`config.mk`:
```
export PLATFORM = sky130hd
export DESIGN_NAME = mac_tx_sched_flat
export DESIGN_NICKNAME = d
export VERILOG_FILES = /design/src/rtl/mac_tx_sched_if.sv /design/src/rtl/mac_tx_sched.sv /design/src/flat_wrapper.sv
export SDC_FILE = /design/constraint.sdc
export NUM_CORES = 1
export LEC_CHECK = 0
export BUFFER_PORTS_ARGS = -buffer_cell sky130_fd_sc_hd__buf_2
export CORE_ASPECT_RATIO = 0.75
export CORE_MARGIN = 8
export CORE_UTILIZATION = 33
export DETAILED_ROUTE_END_ITERATION = 16
export SLEW_MARGIN = 20
export SYNTH_ARGS = -nofsm -noshare
export SYNTH_HDL_FRONTEND = slang
export SYNTH_SLANG_ARGS = --single-unit
```
`constraint.sdc`:
```
create_clock -name clk -period 4.4 [get_ports clk]
set_input_delay 0.88 -clock clk [delete_from_list [all_inputs] [get_ports clk]]
set_output_delay 0.88 -clock clk [all_outputs]
set_load 0.1 [all_outputs]
```
`src/rtl/mac_tx_sched_if.sv`:
```
`default_nettype none
// ============================================================================
// Module      : mac_tx_sched_if
// Description : Level handshake bundle between the TX scheduler (master) and
//               the UDP TX engine (slave): request/done levels plus the
//               granted device index and packet length.
// Revision    : 1.0 - initial release
// ============================================================================
interface mac_tx_sched_if #(
    parameter int DW = 3
);
    logic          fs_udp_tx;
    logic          fd_udp_tx;
    logic [DW-1:0] tx_dev;
    logic [7:0]    tx_len;

    modport master (
        output fs_udp_tx,
        output tx_dev,
        output tx_len,
        input  fd_udp_tx
    );

    modport slave (
        input  fs_udp_tx,
        input  tx_dev,
        input  tx_len,
        output fd_udp_tx
    );
endinterface
`default_nettype wire

```
`src/rtl/mac_tx_sched.sv`:
```
`default_nettype none
// ============================================================================
// Module      : mac_tx_sched
// Description : Round-robin scheduler sharing one UDP TX path between NDEV
//               ADC device FIFOs. Counts pending samples per device and
//               requests one packet when a device holds a full packet.
// Revision    : 1.0 - initial release
// ============================================================================
module mac_tx_sched #(
    parameter int NDEV = 8,
    parameter int DW   = 3,
    parameter int CW   = 8
) (
    input  wire logic            clk,
    input  wire logic            rst_n,
    input  wire logic            fs_sched,
    input  wire logic [7:0]      fifo2mac_num,
    input  wire logic [NDEV-1:0] dev_mask,
    input  wire logic [NDEV-1:0] smp_rdy,
    mac_tx_sched_if.master       tx_if,
    output logic                 busy,
    output logic                 err
);

    typedef enum logic [1:0] {
        IDLE = 2'd0,
        SCAN = 2'd1,
        SEND = 2'd2,
        REL  = 2'd3
    } state_t;

    localparam int          c_CMPW = (CW > 8) ? CW : 8;
    localparam logic [CW-1:0] c_PMAX = {CW{1'b1}};
    localparam logic [DW-1:0] c_LAST = DW'(NDEV - 1);
    localparam logic [DW:0]   c_NDEV = (DW + 1)'(NDEV);

    state_t          state_q, state_d;
    logic [CW-1:0]   pend_q [NDEV];
    logic [DW-1:0]   last_q;
    logic [DW-1:0]   tx_dev_q;
    logic [7:0]      tx_len_q;
    logic            fs_q;
    logic            busy_q;
    logic            err_q;

    logic [7:0]      w_n;
    logic [NDEV-1:0] w_ge;
    logic [NDEV-1:0] w_ovf;
    logic            w_hit;
    logic [DW-1:0]   w_hit_idx;
    logic [DW:0]     w_idx;
    logic            w_done;

    // Zero-length request from the controller means single-sample packets.
    assign w_n    = (fifo2mac_num == 8'd0) ? 8'd1 : fifo2mac_num;
    assign w_done = (state_q == SEND) && tx_if.fd_udp_tx;

    assign tx_if.fs_udp_tx = fs_q;
    assign tx_if.tx_dev    = tx_dev_q;
    assign tx_if.tx_len    = tx_len_q;
    assign busy            = busy_q;
    assign err             = err_q;

    // Round-robin search starting just after the last granted device.
    always_comb begin
        w_hit     = 1'b0;
        w_hit_idx = '0;
        w_idx     = '0;
        for (int k = 1; k <= NDEV; k++) begin
            w_idx = {1'b0, last_q} + (DW + 1)'(k);
            if (w_idx >= c_NDEV) begin
                w_idx = w_idx - c_NDEV;
            end
            if (!w_hit && dev_mask[w_idx[DW-1:0]] && w_ge[w_idx[DW-1:0]]) begin
                w_hit     = 1'b1;
                w_hit_idx = w_idx[DW-1:0];
            end
        end
    end

    // Next-state logic for the scan / request / release handshake.
    always_comb begin
        state_d = state_q;
        case (state_q)
            IDLE: if (fs_sched) state_d = SCAN;
            SCAN: begin
                if (!fs_sched) begin
                    state_d = IDLE;
                end else if (w_hit) begin
                    state_d = SEND;
                end
            end
            SEND: if (tx_if.fd_udp_tx) state_d = REL;
            REL:  if (!tx_if.fd_udp_tx) state_d = fs_sched ? SCAN : IDLE;
            default: state_d = IDLE;
        endcase
    end

    // State register and registered handshake outputs.
    always_ff @(posedge clk or negedge rst_n) begin
        if (!rst_n) begin
            state_q  <= IDLE;
            last_q   <= c_LAST;
            tx_dev_q <= '0;
            tx_len_q <= '0;
            fs_q     <= 1'b0;
            busy_q   <= 1'b0;
            err_q    <= 1'b0;
        end else begin
            state_q <= state_d;
            fs_q    <= (state_d == SEND);
            busy_q  <= (state_d == SEND) || (state_d == REL);
            err_q   <= err_q | (|w_ovf);
            if ((state_q == SCAN) && (state_d == SEND)) begin
                tx_dev_q <= w_hit_idx;
                tx_len_q <= w_n;
                last_q   <= w_hit_idx;
            end
        end
    end

    generate
        for (genvar i = 0; i < NDEV; i++) begin : g_pend
            logic w_inc;
            logic w_sub;

            assign w_inc    = smp_rdy[i] && dev_mask[i] && (state_q != IDLE);
            assign w_sub    = w_done && (tx_dev_q == DW'(i));
            assign w_ge[i]  = (c_CMPW'(pend_q[i]) >= c_CMPW'(w_n));
            // Saturation only matters when no packet is being drained this cycle.
            assign w_ovf[i] = w_inc && !w_sub && (pend_q[i] == c_PMAX);

            // Per-device pending counter: count, drain on done, clear on IDLE.
            always_ff @(posedge clk or negedge rst_n) begin
                if (!rst_n) begin
                    pend_q[i] <= '0;
                end else if (state_d == IDLE) begin
                    pend_q[i] <= '0;
                end else if (w_sub) begin
                    pend_q[i] <= pend_q[i] - CW'(tx_len_q) + CW'(w_inc);
                end else if (w_inc && (pend_q[i] != c_PMAX)) begin
                    pend_q[i] <= pend_q[i] + 1'b1;
                end
            end
        end
    endgenerate

endmodule
`default_nettype wire

```
`src/flat_wrapper.sv`:
```
// flat-port wrapper written by rule: the top's interface ports become plain ports
module mac_tx_sched_flat 
#(
    parameter int NDEV = 8,
    parameter int DW   = 3,
    parameter int CW   = 8
)
  (clk, rst_n, fs_sched, fifo2mac_num, dev_mask, smp_rdy, busy, err, tx_if_fs_udp_tx, tx_if_tx_dev, tx_if_tx_len, tx_if_fd_udp_tx);
  mac_tx_sched_if #(.DW(DW)) tx_if_i ();
  input  wire logic clk;
  input  wire logic rst_n;
  input  wire logic fs_sched;
  input  wire logic [7:0] fifo2mac_num;
  input  wire logic [NDEV-1:0] dev_mask;
  input  wire logic [NDEV-1:0] smp_rdy;
  output logic busy;
  output logic err;
  output wire logic [$bits(tx_if_i.fs_udp_tx)-1:0] tx_if_fs_udp_tx;
  output wire logic [$bits(tx_if_i.tx_dev)-1:0] tx_if_tx_dev;
  output wire logic [$bits(tx_if_i.tx_len)-1:0] tx_if_tx_len;
  input wire logic [$bits(tx_if_i.fd_udp_tx)-1:0] tx_if_fd_udp_tx;
  assign tx_if_fs_udp_tx = tx_if_i.fs_udp_tx;
  assign tx_if_tx_dev = tx_if_i.tx_dev;
  assign tx_if_tx_len = tx_if_i.tx_len;
  assign tx_if_i.fd_udp_tx = tx_if_fd_udp_tx;
  mac_tx_sched #(.NDEV(NDEV), .DW(DW), .CW(CW)) u_core (.clk(clk), .rst_n(rst_n), .fs_sched(fs_sched), .fifo2mac_num(fifo2mac_num), .dev_mask(dev_mask), .smp_rdy(smp_rdy), .tx_if(tx_if_i), .busy(busy), .err(err));
endmodule
```
Word-level counts from Yosys, hierarchy flattened
Index checks and enable logic that the tools add are counted.
- muxes and demuxes: 88
- order comparisons: 24
- reduce and logical (&&, ||, !) cells: 95
- div/mod/pow operators: 0
- shift operators: 0
- multipliers: 0
- equality and inequality tests: 28
- add/subtract/negate cells: 40
- bitwise gates (word level): 1
- operators with widths (operator ; count):
    $mux W8 ; 25
    $logic_and A1 B1 Y1 ; 65
    $add A8 B1 Y8 ; 8
    $add A8 B1 Y8 const B ; 8
    $eq A8 B8 Y1 const B ; 8
    $ge A8 B8 Y1 ; 8
    $ne A8 B8 Y1 const B ; 8
    $sub A8 B8 Y8 ; 8
    $bmux W1 S3 ; 16
    $mux W3 ; 16
    $ge A4 B4 Y1 const B ; 8
    $lt A3 B4 Y1 const B ; 8
    $mux W1 ; 25
    $reduce_bool A3 Y1 ; 8
    $sub A3 B1 Y3 const B ; 8
    $add A3 B3 Y4 const B ; 4
    $logic_not A1 Y1 ; 15
    $eq A3 B3 Y1 const B ; 4
    $mux W2 ; 5
    $add A3 B2 Y4 const B ; 2
    $eq A2 B2 Y1 const B ; 4
    $logic_not A8 Y1 ; 1
    $pmux W2 S4 ; 1
    $reduce_or A8 Y1 ; 1
    other kinds (10) ; 12
- register bits after elaboration: 83
- logic and storage cells: 291
- memory bits (writable): 0
- memories kept: 0
- ROM bits: 0
- output and inout bits: 14
- latch bits: 0

Longest topological paths before layout
Gate-level depths: netlist (run 1).
- depth in word-level cells: 40
- mapped depth: 15

Least setup slack after synthesis (run 1)
Ideal clock, no wire load.
- path kind: input to register
- start point: input fifo2mac_num[4]
- end point: register u_core.tx_dev_q[1], in the netlist u_core.tx_if.tx_dev[1]
- cell stages on the path: 13
- slack: 0.285 ns
- arrival: 3.977 ns
- buffers on the path: 1
- cell sequence: nor4_1 a41o_1 ha_1 nand2b_4 a2111oi_4 o21bai_2 mux2_2 a22oi_4 nand4_4 o41ai_4 or2_4 buf_12 a32oi_1
- longest elaborated chain between the ends: 40
- ends and longest elaborated chain (item ; RTL line ; RTL):
    start: declaration ; flat_wrapper.sv:13 ; input wire logic [7:0] fifo2mac_num;
    $logic_not A8 Y1 (*) ; mac_tx_sched.sv:55 ; assign w_n = (fifo2mac_num == 8'd0) ? 8'd1 : fifo2mac_num;
    $mux W8 (*) ; mac_tx_sched.sv:55 ;
    named net u_core.w_n[0] ; mac_tx_sched.sv:46 ; logic [7:0] w_n;
    $ge A8 B8 Y1 ; mac_tx_sched.sv:129 ; assign w_ge[i] = (c_CMPW'(pend_q[i]) >= c_CMPW'(w_n));
    $bmux W1 S3 ; mac_tx_sched.sv:74 ; if (!w_hit && dev_mask[w_idx[DW-1:0]] && w_ge[w_idx[DW-1:0]]) begin
    $mux W1 (not written as such) ; mac_tx_sched.sv:74 ;
    $logic_and A1 B1 Y1 ; mac_tx_sched.sv:74 ;
    $mux W1 ; mac_tx_sched.sv:74 ;
    (+24 left out) ; n/a ;
    $logic_not A1 Y1 ; mac_tx_sched.sv:74 ;
    $logic_and A1 B1 Y1 (2 in a row) ; mac_tx_sched.sv:74 ;
    $mux W1 ; mac_tx_sched.sv:74 ;
    $mux W2 ; mac_tx_sched.sv:89 ; end else if (w_hit) begin
    $mux W2 ; mac_tx_sched.sv:87 ; if (!fs_sched) begin
    $pmux W2 S4 ; mac_tx_sched.sv:84 ; case (state_q)
    $eq A2 B2 Y1 ; mac_tx_sched.sv:114 ; if ((state_q == SCAN) && (state_d == SEND)) begin
    $logic_and A1 B1 Y1 ; mac_tx_sched.sv:114 ;
    end signal: assignment ; mac_tx_sched.sv:115 ; tx_dev_q <= w_hit_idx;
    end: declaration ; mac_tx_sched.sv:40 ; logic [DW-1:0] tx_dev_q;
Mark *: on every way through the listed nets, which the timed path passes. The rest lies on a longest branch. The select of a mux whose other input is x is not followed.
A chain may end at the register's enable or synchronous reset.

Worst setup path after layout (run 1)
- start point: input fifo2mac_num[4]
- end point: register u_core.last_q[1]
- longest elaborated chain between the ends: 40
- ends and longest elaborated chain (item ; RTL line ; RTL):
    $logic_not A8 Y1 (*) ; mac_tx_sched.sv:55 ;
    $mux W8 (*) ; mac_tx_sched.sv:55 ;
    named net u_core.w_n[0] ; mac_tx_sched.sv:46 ;
    $ge A8 B8 Y1 ; mac_tx_sched.sv:129 ;
    $bmux W1 S3 ; mac_tx_sched.sv:74 ;
    $mux W1 (not written as such) ; mac_tx_sched.sv:74 ;
    $logic_and A1 B1 Y1 ; mac_tx_sched.sv:74 ;
    $mux W1 ; mac_tx_sched.sv:74 ;
    (+24 left out) ; n/a ;
    $logic_not A1 Y1 ; mac_tx_sched.sv:74 ;
    $logic_and A1 B1 Y1 (2 in a row) ; mac_tx_sched.sv:74 ;
    $mux W1 ; mac_tx_sched.sv:74 ;
    $mux W2 ; mac_tx_sched.sv:89 ;
    $mux W2 ; mac_tx_sched.sv:87 ;
    $pmux W2 S4 ; mac_tx_sched.sv:84 ;
    $eq A2 B2 Y1 ; mac_tx_sched.sv:114 ;
    $logic_and A1 B1 Y1 ; mac_tx_sched.sv:114 ;
    end signal: assignment ; mac_tx_sched.sv:103 ; last_q <= c_LAST;
    end signal: assignment ; mac_tx_sched.sv:117 ; last_q <= w_hit_idx;
    end: declaration ; mac_tx_sched.sv:39 ; logic [DW-1:0] last_q;
Marks and branches as above.

==> flow_metrics.tcl, run 1 <==
set metrics [dict create \
    status "finished, final reports clean" \
    die_w_um 218 \
    area_delta_synth_final_pct 13.1 \
    dp.cells 1620 \
    cts_setup_buffers 0 \
    power_mw 7.02 \
    ir_drop_mv 0.267 \
    cts.htree.levels 3 \
    yosys_warnings 0 \
    grt_max_degree 49 \
    synth_edf_count 0 \
    max_slew_margin 0.394 \
    clk_latency_ps 360 \
    synth_top_area_frac 0.231 \
    fmax_mhz 237 \
    syn_area_sq_um 10100 \
    die_h_um 167 \
    finalCriticalPeriod_ps 4210 \
    drcViolationCount 0 \
    num_rows 55 \
    cts_root_buffer "clkbuf_16" \
    grt_usage 0.177 \
    antenna_found_initial 0 \
    slowest_delay_ps 460 \
    synth_cell_types 85 \
    io_buffers 41 \
    worst_setup_path_end_kind "flop" \
    ys_seq_area_frac 0.206 \
    cts_tree "built" \
    path_clk_slew_ps 70 \
    core_sq_um 30100 \
    ys_ff_latch 83 \
    pin_count 42 \
    dp_slack_ps -155 \
    numCtsBuffers 9 \
    grt_setup_unrepaired "false" \
    syn-num-nets 1376 \
    die_area_sq_um 36500 \
    place.gp.congestion 0.896 \
    worst_slew_pin_slew_ps 909 \
    slowest_stage "o41ai_4" \
    clkSinkCount 83 \
    timing.final.max_slew_violations 0 \
    reg2reg_from "u_core.last_q[1]" \
    hold_violations 0 \
    avgSynthCellArea_sq_um 8.74 \
    setup_viol 0 \
    final_core_util 0.378 \
    cp.arrival_ps 4480 \
    grt_overflow 0 \
    cp-start-kind "input pin" \
    first_pass_iters 6 \
    place_hpwl_um 25000 \
    ant_nets 0 \
    synth_ff_type "dfrtp_1" \
    nFillCells 3113 \
    final.setup_skew_ps 11.6 \
    drt_iter0_markers 577 \
    critPathKind "input pin to flop" \
    initial_core_util 0.335 \
    yosys-top-cells-area "ha_1 (23%), dfrtp_1 (20%), xnor2_1 (4.6%), xor2_1 (4.6%), a211oi_1 (4.2%)" \
    fin_cells 1636 \
    yosysTopAreaCell "ha_1" \
    crit_path_cell_trace "buf_2 -> nor4_1 -> buf_4 -> a41o_1 -> buf_12 -> buf_4 -> ha_1 -> and3_1 -> o21ai_1 -> a31oi_1 -> buf_4 -> o2111ai_1 -> o2111a_1 -> nand4b_1 -> o41ai_4 -> buf_4 -> a211oi_1 -> a32oi_1" \
    grt_pass1_vias 8785 \
    period_share 0.957 \
    clockBufferDepth 2 \
    required_ps 4660 \
    postSynthCellCount 1154 \
    async_flop_share 1.00 \
    dr_total_vias 8971 \
    viasPerCell 5.48 \
    fin_ws_ps 188 \
    avgRoutedWirePerCell_um 19.6 \
    antenna_cells 0 \
    p_per_area_nw_per_um2 616 \
    cp_max_fo 7 \
    grt_pass1_wl_um 51100 \
    p_leak_nw 5.46 \
    critPathLaunch "fifo2mac_num[4]" \
    wl_um 32100 \
    final_nets 1454 \
    hp-class "input pin to async pin" \
    drive_above_1_share 0.124 \
    worst_path_most_repeated_cell "buf_4" \
    max_cap_violations 0 \
    tns_ps 0 \
]
timing repair:
item,CTS,global route
setup endpoints to repair,0,1
hold buffers,0,0
resized for setup,0,1
final timing paths:
check	endpoint	slack (ps)	cells past startpoint
worst min-delay path	u_core.pend_q[62]	560	1
worst max-delay path	u_core.last_q[1]	190	18
worst min register to register	u_core.pend_q[23]	570	2
min in group clk	u_core.pend_q[23]	570	2
max in group asynchronous	u_core.last_q[1]	3040	2
worst max register to register	u_core.tx_if.tx_dev[0]	700	11
stage by stage:
| step | area, sq um | hold slack (ps) |
|---|---|---|
| detailed placement | 11100 | 563 |
| floorplan | 10100 | 529 |
| finish | 11400 | 560 |
| CTS | 11400 | 573 |
| global placement | 11100 | 559 |
| global route | 11400 | 599 |
report_power, final:
part | internal (mW) | leakage, nW | switching (mW)
combinational | 1.91 | 4.19 | 3.05
sequential | 0.938 | 1.12 | 0.286
clock | 0.497 | 0.150 | 0.341
total | 3.34 | 5.46 | 3.68
cells in the final DEF, fill, tap and decap left out, types with 10 or more instances in the layout:
master	instances
nor2b_1	12
dfrtp_1	80
ha_1	186
xor2_1	53
nor3_1	13
xnor2_1	53
inv_1	82
nand3_1	29
buf_4	57
nor2_1	111
nand2b_1	10
nand4_1	24
buf_2	40
nand2_1	72
o21ai_0	28
a21oi_1	72
a211oi_1	56
a31oi_1	10
a21o_1	12
mux2i_1	20
and3_1	20
o21bai_1	25
cell usage after synthesis, drive strengths merged, types with 26 or more instances:
master / instances
nor2: 112
o21ai: 36
inv: 82
nand2: 72
o21bai: 26
dfrtp: 80
a211oi: 59
xor2: 53
ha: 186
xnor2: 53
nand3: 29
a21oi: 72
area by class of cell:
class | instances | area, sq um | share of cell area
clock buffers | 11 | 233 | 0.0204
clock inverters | 5 | 77.6 | 0.00680
inverters | 82 | 308 | 0.0270
multi-input cells | 958 | 7560 | 0.663
flip-flops and latches | 83 | 2080 | 0.182
well taps | 399 | 499 | 0.0438
repair buffers | 98 | 648 | 0.0568
cell families (layout without fill, tap and decap cells):
group                    count (synthesis)  count (layout)  share of synthesized area
AO/OA/AOI/OAI                          313             313                      0.231
adder cells (fa/ha/maj)                194             194                      0.247
buffers and inverters                  113             196                     0.0449
multiplexers                            24              24                     0.0247
XOR/XNOR                               106             106                     0.0920
AND/OR/NAND/NOR                        321             321                      0.154
flip-flops                              83              83                      0.206
worst max-delay path: cells and delay by family:
kind / cells / cell delay [ps]
compound gates: 8 / 1780
buf+inv: 6 / 950
fa+ha+maj: 1 / 220
simple gates: 3 / 640
state kept, by name, summed over array words and instances (netlist names):
signal and cells:
u_core.last_q 3, u_core.tx_if.tx_len 8, u_core.state_q 2, u_core.busy 1, u_core.tx_if.tx_dev 3, u_core.err 1, u_core.pend_q 64, u_core.tx_if.fs_udp_tx 1
per-layer routing:
metal | share of wire | global-route usage | up-vias
met5 | 0 | 0 | -
met4 | 0.029 | 0.0545 | 0
met3 | 0.049 | 0.0286 | 50
met2 | 0.41 | 0.258 | 230
met1 | 0.51 | 0.261 | 4276
li1 | - | - | 4415
(Power assumes the default switching activity.)
==> run 2: changes to the inputs <==
ABC_CLOCK_PERIOD_IN_PS = 4400   (was default)
BUFFER_PORTS_ARGS = -buffer_cell sky130_fd_sc_hd__buf_4   (was -buffer_cell sky130_fd_sc_hd__buf_2)
PLACE_DENSITY = 0.49   (was default)
==> run 2 against run 1 <==
  * Final cell count is the same
  * Cell area increased by 1.2%
  * Via count fell by 1.5%
  * Sequential share of layout area is 0.22 points lower
  * Worst setup slack gained 14 ps
  * Highest routed layer unchanged
==> flow_metrics.tcl, run 2 (synthesis results as in run 1) <==
set metrics [dict create \
    antenna_cells 0 \
    worst_slew_pin_slew_ps 942 \
    tns_ps 0 \
    cts_tree "built" \
    holdWs_ps 545 \
    grt_overflow 0 \
    crit_path_cell_trace "buf_4 -> nor4_1 -> buf_4 -> a41o_1 -> buf_4 -> ha_1 -> nand2b_4 -> a2111oi_4 -> o31ai_1 -> mux2_2 -> a22oi_4 -> nand4_4 -> o41ai_4 -> buf_6 -> a211oi_1 -> a32oi_1" \
    grt_usage 0.181 \
    numCtsBuffers 9 \
    power_mw 7.09 \
    dr_total_vias 8836 \
    required_ps 4680 \
    fmax_mhz 238 \
    clockBufferDepth 2 \
    top_register "u_core.pend_q" \
    max_slew_margin 0.371 \
    grt_pass1_vias 8622 \
    clk_latency_ps 370 \
    cp-start-kind "input pin" \
    grt_setup_unrepaired "false" \
    cp_max_fo 13 \
    cts_hold_buf 0 \
    first_pass_iters 5 \
    cts.htree.levels 3 \
    hold_violations 0 \
    setup_viol 0 \
    drive_above_1_share 0.125 \
    num_rows 55 \
    grt_max_degree 74 \
    drcViolationCount 0 \
    worst_setup_path_end_kind "flop" \
    finalCriticalPeriod_ps 4200 \
    cts_setup_buffers 0 \
    die_w_um 218 \
    slowest_stage "o41ai_4" \
    clkSinkCount 83 \
    final.setup_skew_ps 8.78 \
    ant_nets 0 \
    critPathKind "input pin to flop" \
    final_common_cell "ha_1" \
    grt_pass1_wl_um 51200 \
    die_area_sq_um 36500 \
    p_leak_nw 5.49 \
    hp-class "input pin to async pin" \
    die_h_um 167 \
    final_nets 1454 \
    ir_drop_mv 0.249 \
    avgRoutedWirePerCell_um 20.0 \
    p_per_area_nw_per_um2 614 \
    pin_count 42 \
    viasPerCell 5.40 \
    initial_core_util 0.335 \
    core_sq_um 30100 \
    antenna_found_initial 0 \
    place.gp.congestion 0.934 \
    slowest_delay_ps 470 \
    drt_iter0_markers 614 \
    wl_um 32700 \
    max_cap_violations 0 \
    period_share 0.954 \
    area_delta_synth_final_pct 14.5 \
    worst_path_most_repeated_cell "buf_4" \
    layout.cells.most_common_list "ha_1 (186), nor2_1 (111), buf_4 (95)" \
    io_buffers 41 \
    timing.final.max_slew_violations 0 \
    path_clk_slew_ps 70 \
    place_hpwl_um 24600 \
    cp.arrival_ps 4480 \
    cts_root_buffer "clkbuf_16" \
    status "finished, final reports clean" \
    largest_register_ffs 64 \
]
run 2: cell count changes in the layout (fill, tap and decap cells not counted), sizes merged:
cell / delta
clkinvlp: +1
bufinv: +1
clkbuf: -1
clkinv: -1
run 2: final timing paths:
| path | startpoint | endpoint | slack [ps] | cells past startpoint |
|---|---|---|---|---|
| worst max-delay path | fifo2mac_num[4] | u_core.tx_if.tx_dev[1] | 200 | 16 |
| worst min-delay path | rst_n | u_core.pend_q[59] | 550 | 1 |
| worst max register to register | u_core.last_q[0] | u_core.tx_if.tx_dev[0] | 900 | 12 |
| min in group clk | u_core.tx_if.tx_len[1] | u_core.tx_if.tx_len[1] | 550 | 2 |
| worst min register to register | u_core.tx_if.tx_len[1] | u_core.tx_if.tx_len[1] | 550 | 2 |
| max in group asynchronous | rst_n | u_core.pend_q[16] | 3140 | 2 |
run 2: layout make-up:
| class | instances | area, sq um |
|---|---|---|
| Fill cell | 3122 | 18600 |
| Multi-Input combinational cell | 958 | 7560 |
| Tap cell | 399 | 499 |
| Clock inverter | 6 | 114 |
| Timing Repair Buffer | 98 | 756 |
| Sequential cell | 83 | 2080 |
| Clock buffer | 10 | 229 |
| Inverter | 82 | 308 |
run 2: critical path: cells and delay by family:
family | cells | cell delay, ps
multiplexers | 1 | 360
buffers and inverters | 4 | 640
AO/OA/AOI/OAI | 7 | 1810
adder cells (fa/ha/maj) | 1 | 220
AND/OR/NAND/NOR | 3 | 570
run 2: power breakdown:
group | internal (mW) | switching (mW) | total [mW]
Sequential | 0.937 | 0.293 | 1.23
Clock | 0.556 | 0.364 | 0.920
Combinational | 1.94 | 3.00 | 4.94
Total | 3.44 | 3.66 | 7.09
run 2: metrics by stage:
stage                     std cells  worst slack [ps]  instance area (sq um)  utilization
final                          1636               202                  11500        0.383
after detailed placement       1620              -171                  11200        0.371
after CTS                      1636               218                  11500        0.383
after global placement         1620              -176                  11200        0.371
after floorplan                1154               285                  10100            -
after global routing           1636              14.6                  11500        0.383
run 2: layer usage:
| metal | track usage | wire, um | vias to the layer above |
|---|---|---|---|
| met3 | 0.0385 | 1530 | 23 |
| met1 | 0.261 | 16700 | 4209 |
| met2 | 0.269 | 13900 | 179 |
| li1 | - | - | 4425 |
| met4 | 0.0408 | 545 | 0 |
| met5 | 0 | 0 | - |
run 2: repair_timing:
| item | CTS | global route |
|---|---|---|
| hold endpoints to repair | 0 | 0 |
| setup endpoints to repair | 0 | 7 |
| gates resized for setup | 0 | 2 |
